### src/rtl/inst_mem_loader_if.sv
`default_nettype none
// +-----------------------------------------------------------------------+
// | Module   : inst_mem_loader_if                                         |
// | Brief    : Host byte-stream link plus instruction-memory write port,  |
// |            as seen by the program loader.                             |
// | Revision : 1.0 - initial release                                      |
// +-----------------------------------------------------------------------+
interface inst_mem_loader_if;
  logic [7:0]  rx_data;
  logic        rx_valid;
  logic        rx_ready;
  logic        mem_we;
  logic [31:0] mem_addr;
  logic [31:0] mem_wdata;

  // Loader side: consumes bytes, drives the memory write port.
  modport master (
    input  rx_data, rx_valid,
    output rx_ready, mem_we, mem_addr, mem_wdata
  );

  // Host / memory side.
  modport slave (
    output rx_data, rx_valid,
    input  rx_ready, mem_we, mem_addr, mem_wdata
  );
endinterface
`default_nettype wire

### src/rtl/inst_mem_loader.sv
`default_nettype none
// +-----------------------------------------------------------------------+
// | Module   : inst_mem_loader                                            |
// | Brief    : Receives a length-prefixed big-endian program image over a |
// |            byte link, writes it into instruction memory and holds the |
// |            CPU in reset until the load is complete.                   |
// | Revision : 1.0 - initial release                                      |
// +-----------------------------------------------------------------------+
module inst_mem_loader #(
  parameter int          ADDR_W    = 8,
  parameter logic [31:0] BASE_ADDR = 32'h0000_0000
) (
  input  wire                clk,
  input  wire                rst_n,
  input  wire                start,
  inst_mem_loader_if.master  bus,
  output logic               cpu_hold,
  output logic               done,
  output logic               err,
  output logic [ADDR_W:0]    words_loaded
);

  typedef enum logic [2:0] {
    S_IDLE     = 3'd0,
    S_CNT_HI   = 3'd1,
    S_CNT_LO   = 3'd2,
    S_ASSEMBLE = 3'd3,
    S_WRITE    = 3'd4,
    S_DONE     = 3'd5
  } state_t;

  // Largest value words_loaded may reach (memory depth).
  localparam logic [ADDR_W:0] c_wl_max = {1'b1, {ADDR_W{1'b0}}};

  state_t      r_state;
  logic [15:0] r_count;     // word count N from the frame header
  logic [15:0] r_index;     // index of the word currently being received
  logic [1:0]  r_byte_idx;  // byte position within the current word
  logic [31:0] r_asm;       // word assembly shift register

  logic w_accept;
  logic w_in_range;
  logic w_last;

  assign w_accept   = bus.rx_valid & bus.rx_ready;
  // Word index fits in memory when no bit at or above ADDR_W is set.
  assign w_in_range = ((r_index >> ADDR_W) == 16'd0);
  assign w_last     = ((r_index + 16'd1) == r_count);

  // Frame parser and write sequencer; all outputs are registered here.
  always_ff @(posedge clk or negedge rst_n) begin
    if (!rst_n) begin
      r_state       <= S_IDLE;
      r_count       <= 16'd0;
      r_index       <= 16'd0;
      r_byte_idx    <= 2'd0;
      r_asm         <= 32'd0;
      bus.rx_ready  <= 1'b0;
      bus.mem_we    <= 1'b0;
      bus.mem_addr  <= BASE_ADDR;
      bus.mem_wdata <= 32'd0;
      cpu_hold      <= 1'b1;
      done          <= 1'b0;
      err           <= 1'b0;
      words_loaded  <= '0;
    end else begin
      case (r_state)
        S_IDLE, S_DONE: begin
          if (start) begin
            r_state      <= S_CNT_HI;
            r_byte_idx   <= 2'd0;
            bus.rx_ready <= 1'b1;
            bus.mem_addr <= BASE_ADDR;
            cpu_hold     <= 1'b1;
            done         <= 1'b0;
            err          <= 1'b0;
            words_loaded <= '0;
          end
        end

        S_CNT_HI: begin
          if (w_accept) begin
            r_count[15:8] <= bus.rx_data;
            r_state       <= S_CNT_LO;
          end
        end

        S_CNT_LO: begin
          if (w_accept) begin
            r_count[7:0] <= bus.rx_data;
            if ({r_count[15:8], bus.rx_data} == 16'd0) begin
              // Empty image: nothing to write, release the CPU at once.
              r_state      <= S_DONE;
              bus.rx_ready <= 1'b0;
              cpu_hold     <= 1'b0;
              done         <= 1'b1;
            end else begin
              r_state    <= S_ASSEMBLE;
              r_byte_idx <= 2'd0;
              r_index    <= 16'd0;
            end
          end
        end

        S_ASSEMBLE: begin
          if (w_accept) begin
            r_asm      <= {r_asm[23:0], bus.rx_data};
            r_byte_idx <= r_byte_idx + 2'd1;
            if (r_byte_idx == 2'd3) begin
              // Present the completed word during the single WRITE cycle.
              r_state       <= S_WRITE;
              bus.rx_ready  <= 1'b0;
              bus.mem_wdata <= {r_asm[23:0], bus.rx_data};
              if (w_in_range) begin
                bus.mem_we <= 1'b1;
                if (words_loaded != c_wl_max) begin
                  words_loaded <= words_loaded + 1'b1;
                end
              end else begin
                // Image exceeds memory: drop the word, flag the overflow.
                err <= 1'b1;
              end
            end
          end
        end

        S_WRITE: begin
          bus.mem_we <= 1'b0;
          if (w_last) begin
            r_state  <= S_DONE;
            cpu_hold <= 1'b0;
            done     <= 1'b1;
          end else begin
            r_state      <= S_ASSEMBLE;
            r_index      <= r_index + 16'd1;
            r_byte_idx   <= 2'd0;
            bus.mem_addr <= bus.mem_addr + 32'd4;
            bus.rx_ready <= 1'b1;
          end
        end

        default: begin
          r_state      <= S_IDLE;
          bus.rx_ready <= 1'b0;
          bus.mem_we   <= 1'b0;
        end
      endcase
    end
  end

endmodule
`default_nettype wire

### src/flat_wrapper.sv
// flat-port wrapper written by rule: the top's interface ports become plain ports
module inst_mem_loader_flat 
#(
  parameter int          ADDR_W    = 8,
  parameter logic [31:0] BASE_ADDR = 32'h0000_0000
)
  (clk, rst_n, start, cpu_hold, done, err, words_loaded, bus_rx_data, bus_rx_valid, bus_rx_ready, bus_mem_we, bus_mem_addr, bus_mem_wdata);
  inst_mem_loader_if bus_i ();
  input  wire clk;
  input  wire rst_n;
  input  wire start;
  output logic cpu_hold;
  output logic done;
  output logic err;
  output logic [ADDR_W:0] words_loaded;
  input wire logic [$bits(bus_i.rx_data)-1:0] bus_rx_data;
  input wire logic [$bits(bus_i.rx_valid)-1:0] bus_rx_valid;
  output wire logic [$bits(bus_i.rx_ready)-1:0] bus_rx_ready;
  output wire logic [$bits(bus_i.mem_we)-1:0] bus_mem_we;
  output wire logic [$bits(bus_i.mem_addr)-1:0] bus_mem_addr;
  output wire logic [$bits(bus_i.mem_wdata)-1:0] bus_mem_wdata;
  assign bus_i.rx_data = bus_rx_data;
  assign bus_i.rx_valid = bus_rx_valid;
  assign bus_rx_ready = bus_i.rx_ready;
  assign bus_mem_we = bus_i.mem_we;
  assign bus_mem_addr = bus_i.mem_addr;
  assign bus_mem_wdata = bus_i.mem_wdata;
  inst_mem_loader #(.ADDR_W(ADDR_W), .BASE_ADDR(BASE_ADDR)) u_core (.clk(clk), .rst_n(rst_n), .start(start), .bus(bus_i), .cpu_hold(cpu_hold), .done(done), .err(err), .words_loaded(words_loaded));
endmodule
### config.mk
export PLATFORM = sky130hd
export DESIGN_NAME = inst_mem_loader_flat
export DESIGN_NICKNAME = d
export VERILOG_FILES = /design/src/rtl/inst_mem_loader_if.sv /design/src/rtl/inst_mem_loader.sv /design/src/flat_wrapper.sv
export SDC_FILE = /design/constraint.sdc
export NUM_CORES = 1
export LEC_CHECK = 0
export CAP_MARGIN = 10
export CELL_PAD_IN_SITES_DETAIL_PLACEMENT = 2
export CELL_PAD_IN_SITES_GLOBAL_PLACEMENT = 2
export CORE_ASPECT_RATIO = 1.25
export CORE_MARGIN = 1
export CORE_UTILIZATION = 35
export DETAILED_ROUTE_END_ITERATION = 7
export PLACE_DENSITY_LB_ADDON = 0.1
export SLEW_MARGIN = 5
export SYNTH_ARGS = -nofsm -noshare
export SYNTH_HDL_FRONTEND = slang
export SYNTH_SLANG_ARGS = --single-unit
### constraint.sdc
create_clock -name clk -period 3.2 [get_ports clk]
set_input_delay 0.48 -clock clk [delete_from_list [all_inputs] [get_ports clk]]
set_output_delay 0.48 -clock clk [all_outputs]
set_load 0.01 [all_outputs]
Word-level counts from Yosys, hierarchy flattened
Index checks and enable logic that the tools add are counted.
- $add $sub $neg: 4
- eq/ne operators: 20
- multiplexer cells: 49
- bitwise operators: 3
- reductions and logical operators: 23
- operator list (cell ; count):
    32-bit 2-to-1 mux ; 2
    32-bit one-hot mux with 2 select lines ; 1
    16-bit 2-to-1 mux ; 3
    9-bit 2-to-1 mux ; 5
    32-bit by 3-bit adder with 32-bit output (second input constant) ; 1
    16-bit zero test ; 2
    16-bit one-hot mux with 2 select lines ; 1
    3-bit 2-to-1 mux ; 7
    9-bit one-hot mux with 2 select lines ; 1
    1-bit 2-to-1 mux ; 17
    16-bit by 1-bit adder with 16-bit output (second input constant) ; 1
    16-bit == test ; 1
    2-bit by 1-bit != test with 1-bit output (second input constant) ; 8
    3-bit one-hot mux with 5 select lines ; 1
    5-bit AND reduction ; 3
    6-bit AND reduction ; 2
    2-bit 2-to-1 mux ; 5
    9-bit by 1-bit adder with 9-bit output (second input constant) ; 1
    9-bit != test (second input constant) ; 1
    2-bit != test (second input constant) ; 4
    2-bit one-hot mux with 4 select lines ; 1
    4-bit AND reduction ; 2
    7-bit AND reduction ; 1
    3-bit by 2-bit == test with 1-bit output (second input constant) ; 2
    17 further kinds ; 26
- register bits after elaboration: 139
- bits of input ports: 12
- output and inout bits: 78

Logic depth before layout (Yosys ltp)
- depth in word-level cells: 6
- gate-level depth with buffers: 13
- depth with buffers taken out: 9

Worst setup path before layout
OpenSTA, ideal clock, no wires.
- path kind: register to register
- start point: register u_core.r_index[0]
- end point: register u_core.r_index[15]
- arrival time: 2.646 ns
- data required time: 3.117 ns
- slack: 0.471 ns
- cell stages (with the launch flop): 10
- buffers on the path: 0
- period minus slack after synthesis: 2.729 ns
- path through: dfrtp_1 > ha_1 > nand3_2 > nor3_1 > xnor2_1 > o21ai_0 > or4_1 > o21ai_4 > mux2_2 > o21ai_0
- longest elaborated chain between the ends: 4
- RTL lines (what ; RTL line ; RTL):
    start, declared ; inst_mem_loader.sv:37 ; logic [15:0] r_index;
    start signal, assigned ; inst_mem_loader.sv:135 ; r_index <= r_index + 16'd1;
    16-bit by 1-bit adder with 16-bit output (*) ; inst_mem_loader.sv:48, inst_mem_loader.sv:135 ;
    16-bit == test ; inst_mem_loader.sv:48 ; assign w_last = ((r_index + 16'd1) == r_count);
    2-bit != test (no line) ; - ;
    4-bit AND reduction (no line) ; - ;
Mark *: on every way between the ends. The rest lies on a longest branch, timed or not. The select of a mux whose other input is x is not followed.
A chain may end at the register's enable or synchronous reset.

Worst setup path after layout
- start point: register u_core.r_index[2]
- end point: register u_core.bus.mem_addr[14]
- longest elaborated chain between the ends: 4
- RTL lines (what ; RTL line ; RTL):
    16-bit by 1-bit adder with 16-bit output ; inst_mem_loader.sv:48 ;
    16-bit == test ; inst_mem_loader.sv:48 ;
    2-bit != test (no line) ; - ;
    3-bit AND reduction (no line) ; - ;
    end signal, assigned ; inst_mem_loader.sv:137 ; bus.mem_addr <= bus.mem_addr + 32'd4;
    end, declared ; inst_mem_loader_if.sv:19 ; output rx_ready, mem_we, mem_addr, mem_wdata
Every way passes these cells.

==> impl_metrics.json <==
{
  "status": "finished clean",
  "worst_setup_path_start_kind": "flip-flop",
  "cpPeakStageDelay_ps": 580,
  "grt_max_degree": 92,
  "first_pass_iters": 4,
  "cp_top_family": "simple AND/OR/NAND/NOR gates",
  "synth_ff_type": "dfrtp_1",
  "ant_nets": 0,
  "wirelength_um": 21900,
  "portBuffers": 87,
  "grt-ovfl-total": 0,
  "path_cells": "and3_2 -> nand2_1 -> xnor2_1 -> a21oi_1 -> or4_4 -> or2_1 -> buf_4 -> a32oi_1 -> o31ai_1",
  "numPlacedInstances": 1005,
  "whs_endpoint": "u_core.bus.mem_wdata[23]$_DFFE_PN0P_",
  "die_w_um": 129,
  "synth_seq_cells": 137,
  "track_usage_pct": 22.7,
  "nets": 778,
  "grt_pass1_vias": 6464,
  "dp_slack_ps": 53.5,
  "clock_sinks": 137,
  "max_freq_ghz": 0.332,
  "io_pins": 90,
  "drive_gt1_share_pct": 21.8,
  "crit_type": "flip-flop to flip-flop",
  "cts_made_buffers": 17,
  "initial_core_util_pct": 36.0,
  "max-vdd-ir-drop_uv": 343,
  "worstPathMaxFanout": 22,
  "grt_pass1_wl_um": 36000,
  "drc": 0,
  "postLayoutCellArea_um2": 8910,
  "num_rows": 57,
  "gp_congestion": 0.870,
  "r2r_cells": 9,
  "stdcell_count": 1039,
  "first_iter_violations": 247,
  "tightest_slew_ps": 878,
  "final.period_utilization_pct": 94.0,
  "finalHoldViolCount": 0,
  "synth_common_cells": "dfrtp_1 (136), mux2_2 (75), nand2_1 (53)",
  "synth.top_cell.area_share_pct": 48.4,
  "period_needed_ps": 3010,
  "endpoint_kind": "flip-flop",
  "r2r_start": "u_core.r_index[2]$_DFFE_PN0P_",
  "n_antenna_cell": 0,
  "synth_largest_area_cell": "dfrtp_1",
  "die-area_um2": 20700,
  "crit_buf_inv": 1,
  "clock_latency_ps": 430,
  "tns_ps": 0,
  "p_leak_nw": 4.08,
  "syn_area_per_cell_um2": 10.7,
  "synthToLayoutAreaGrowth_pct": 26.9,
  "clk_pin_slew_ps": 70,
  "cts_buffer_depth": 2,
  "avgRoutedWirePerCell_um": 21.1,
  "rrSetupSlack_ps": 190,
  "hold_start": "u_core.bus.mem_wdata[23]$_DFFE_PN0P_",
  "crit_arrival_ps": 3310,
  "cp_slowest_cell": "or4_4",
  "yosysMostFrequentCell": "dfrtp_1",
  "cap_violations": 0,
  "final_max_slew_viol_count": 0,
  "p_per_area_nw_per_um2": 425,
  "antenna_found_initial": 0,
  "synth_edf_count": 0,
  "avgViaCountPerCell": 5.53,
  "hold_path_class": "flip-flop to flip-flop",
  "h-tree-depth": 4,
  "finalSetupViolations": 0,
  "fin_ws_ps": 191,
  "synth_area_leaders": "dfrtp_1 (48%), mux2_2 (12%), nand2_1 (2.8%)",
  "coreArea_um2": 19500,
  "dpl_cell_area_um2": 8310,
  "die_h_um": 160,
  "cts_tree": "built",
  "holdPathStages": 1,
  "cp.required_ps": 3500,
  "regToRegEndpoint": "u_core.bus.mem_addr[14]$_DFFE_PN0P_",
  "yosysSeqAreaShare_pct": 48.8,
  "hpwl_um": 15300,
  "num_vias": 5745,
  "synthDistinctLibCells": 70,
  "skew_ps": 12.2,
  "max_slew_margin_pct": 41.3,
  "synthesis.area_um2": 7030,
  "syn-instance-count": 659,
  "async_flop_share_pct": 100,
  "finalPower_mw": 3.79,
  "synth-warning-count": 0,
  "root_buffer": "clkbuf_16"
}
-- cell families (layout without fill, tap and decap cells) --
logic type | Yosys count | after routing | synth area share, %
muxes | 81 | 81 | 12.9
other | 1 | 2 | 0.0534
buffers and inverters | 53 | 167 | 3.40
xor gates and xnor gates | 30 | 30 | 3.74
and+or+nand+nor | 220 | 220 | 16.7
adders and majority gates | 5 | 5 | 0.890
AOI/OAI and AO/OA | 132 | 132 | 13.5
DFF | 137 | 137 | 48.8
-- report_power, final --
part           internal (mW)  switching, mW
combinational         0.0175         0.0487
clock                   1.11          0.885
sequential              1.73              0
-- per-stage QoR --
stage | utilization (%) | hold slack [ps]
after floorplan | - | 184
after global placement | 42.5 | 431
after detailed placement | 42.5 | 440
after CTS | 45.5 | 515
after global routing | 45.6 | 532
final | 45.6 | 509
-- worst max-delay path by stage --
stage                                              from                                  end  cells past startpoint
after floorplan           u_core.r_index[0]$_DFFE_PN0P_       u_core.r_index[15]$_DFFE_PN0P_                      9
after CTS                 u_core.r_index[3]$_DFFE_PN0P_   u_core.bus.mem_addr[2]$_DFFE_PN0P_                      8
after detailed placement                          start   u_core.words_loaded[8]$_DFFE_PN0P_                      9
after global routing      u_core.r_index[1]$_DFFE_PN0P_   u_core.bus.mem_addr[7]$_DFFE_PN0P_                     10
after global placement    u_core.r_index[3]$_DFFE_PN0P_   u_core.bus.mem_addr[2]$_DFFE_PN0P_                      8
final                     u_core.r_index[2]$_DFFE_PN0P_  u_core.bus.mem_addr[14]$_DFFE_PN0P_                      9
-- cell type report --
cell class,instances,area (um^2)
tap,265,332
clock inverter,14,151
timing repair buffer,120,1130
sequential,137,3430
inverter,15,56.3
fill,2051,10600
clock buffer,18,429
multi-input combinational,470,3380
-- worst reg2reg max path, stage by stage (launching register included) --
cell     delay [ps]
dfrtp_1         520
and3_2          330
nand2_1         240
xnor2_1         250
a21oi_1         130
or4_4           580
or2_1           260
buf_4           230
a32oi_1         230
o31ai_1         100
-- layer usage --
layer / global-route usage [%] / up-vias / wire length (um)
met5: 0 / - / 0
met4: 7.27 / 0 / 382
met3: 3.90 / 31 / 627
met2: 41.4 / 117 / 11900
met1: 26.7 / 2972 / 9040
li1: - / 2625 / -
-- cell usage in the layout, fill, tap and decap left out, types with 11 or more instances in the layout --
cell,synthesis,final
clkdlybuf4s50_1,0,86
a21oi_1,17,17
clkbuf_16,0,17
a31oi_1,17,17
xnor2_1,19,19
a21o_1,13,13
o211ai_1,11,11
nand2_1,53,53
nor2_1,33,33
inv_1,14,14
xor2_1,11,11
buf_4,3,31
nor3_1,27,25
mux2_2,75,75
nor4_1,11,11
nand3_1,30,30
dfrtp_1,136,135
o21ai_0,17,16
-- registers in the layout (all words and copies together), names as in the netlist --
signal                cells
u_core.r_byte_idx         2
u_core.r_index           16
u_core.r_count           16
u_core.err                1
u_core.bus.rx_ready       1
u_core.r_state            3
u_core.r_asm             24
u_core.words_loaded       9
u_core.cpu_hold           1
u_core.bus.mem_addr      30
u_core.done               1
u_core.bus.mem_wdata     32
u_core.bus.mem_we         1
-- repair_timing --
| action | CTS | global route |
|---|---|---|
| hold buffers | 1 | 0 |
| buffers inserted | 0 | 1 |
| endpoints found under the hold margin | 39 | 0 |
| endpoints found under the setup margin | 0 | 34 |
| resized for setup | 0 | 5 |
(Power assumes the default switching activity.)
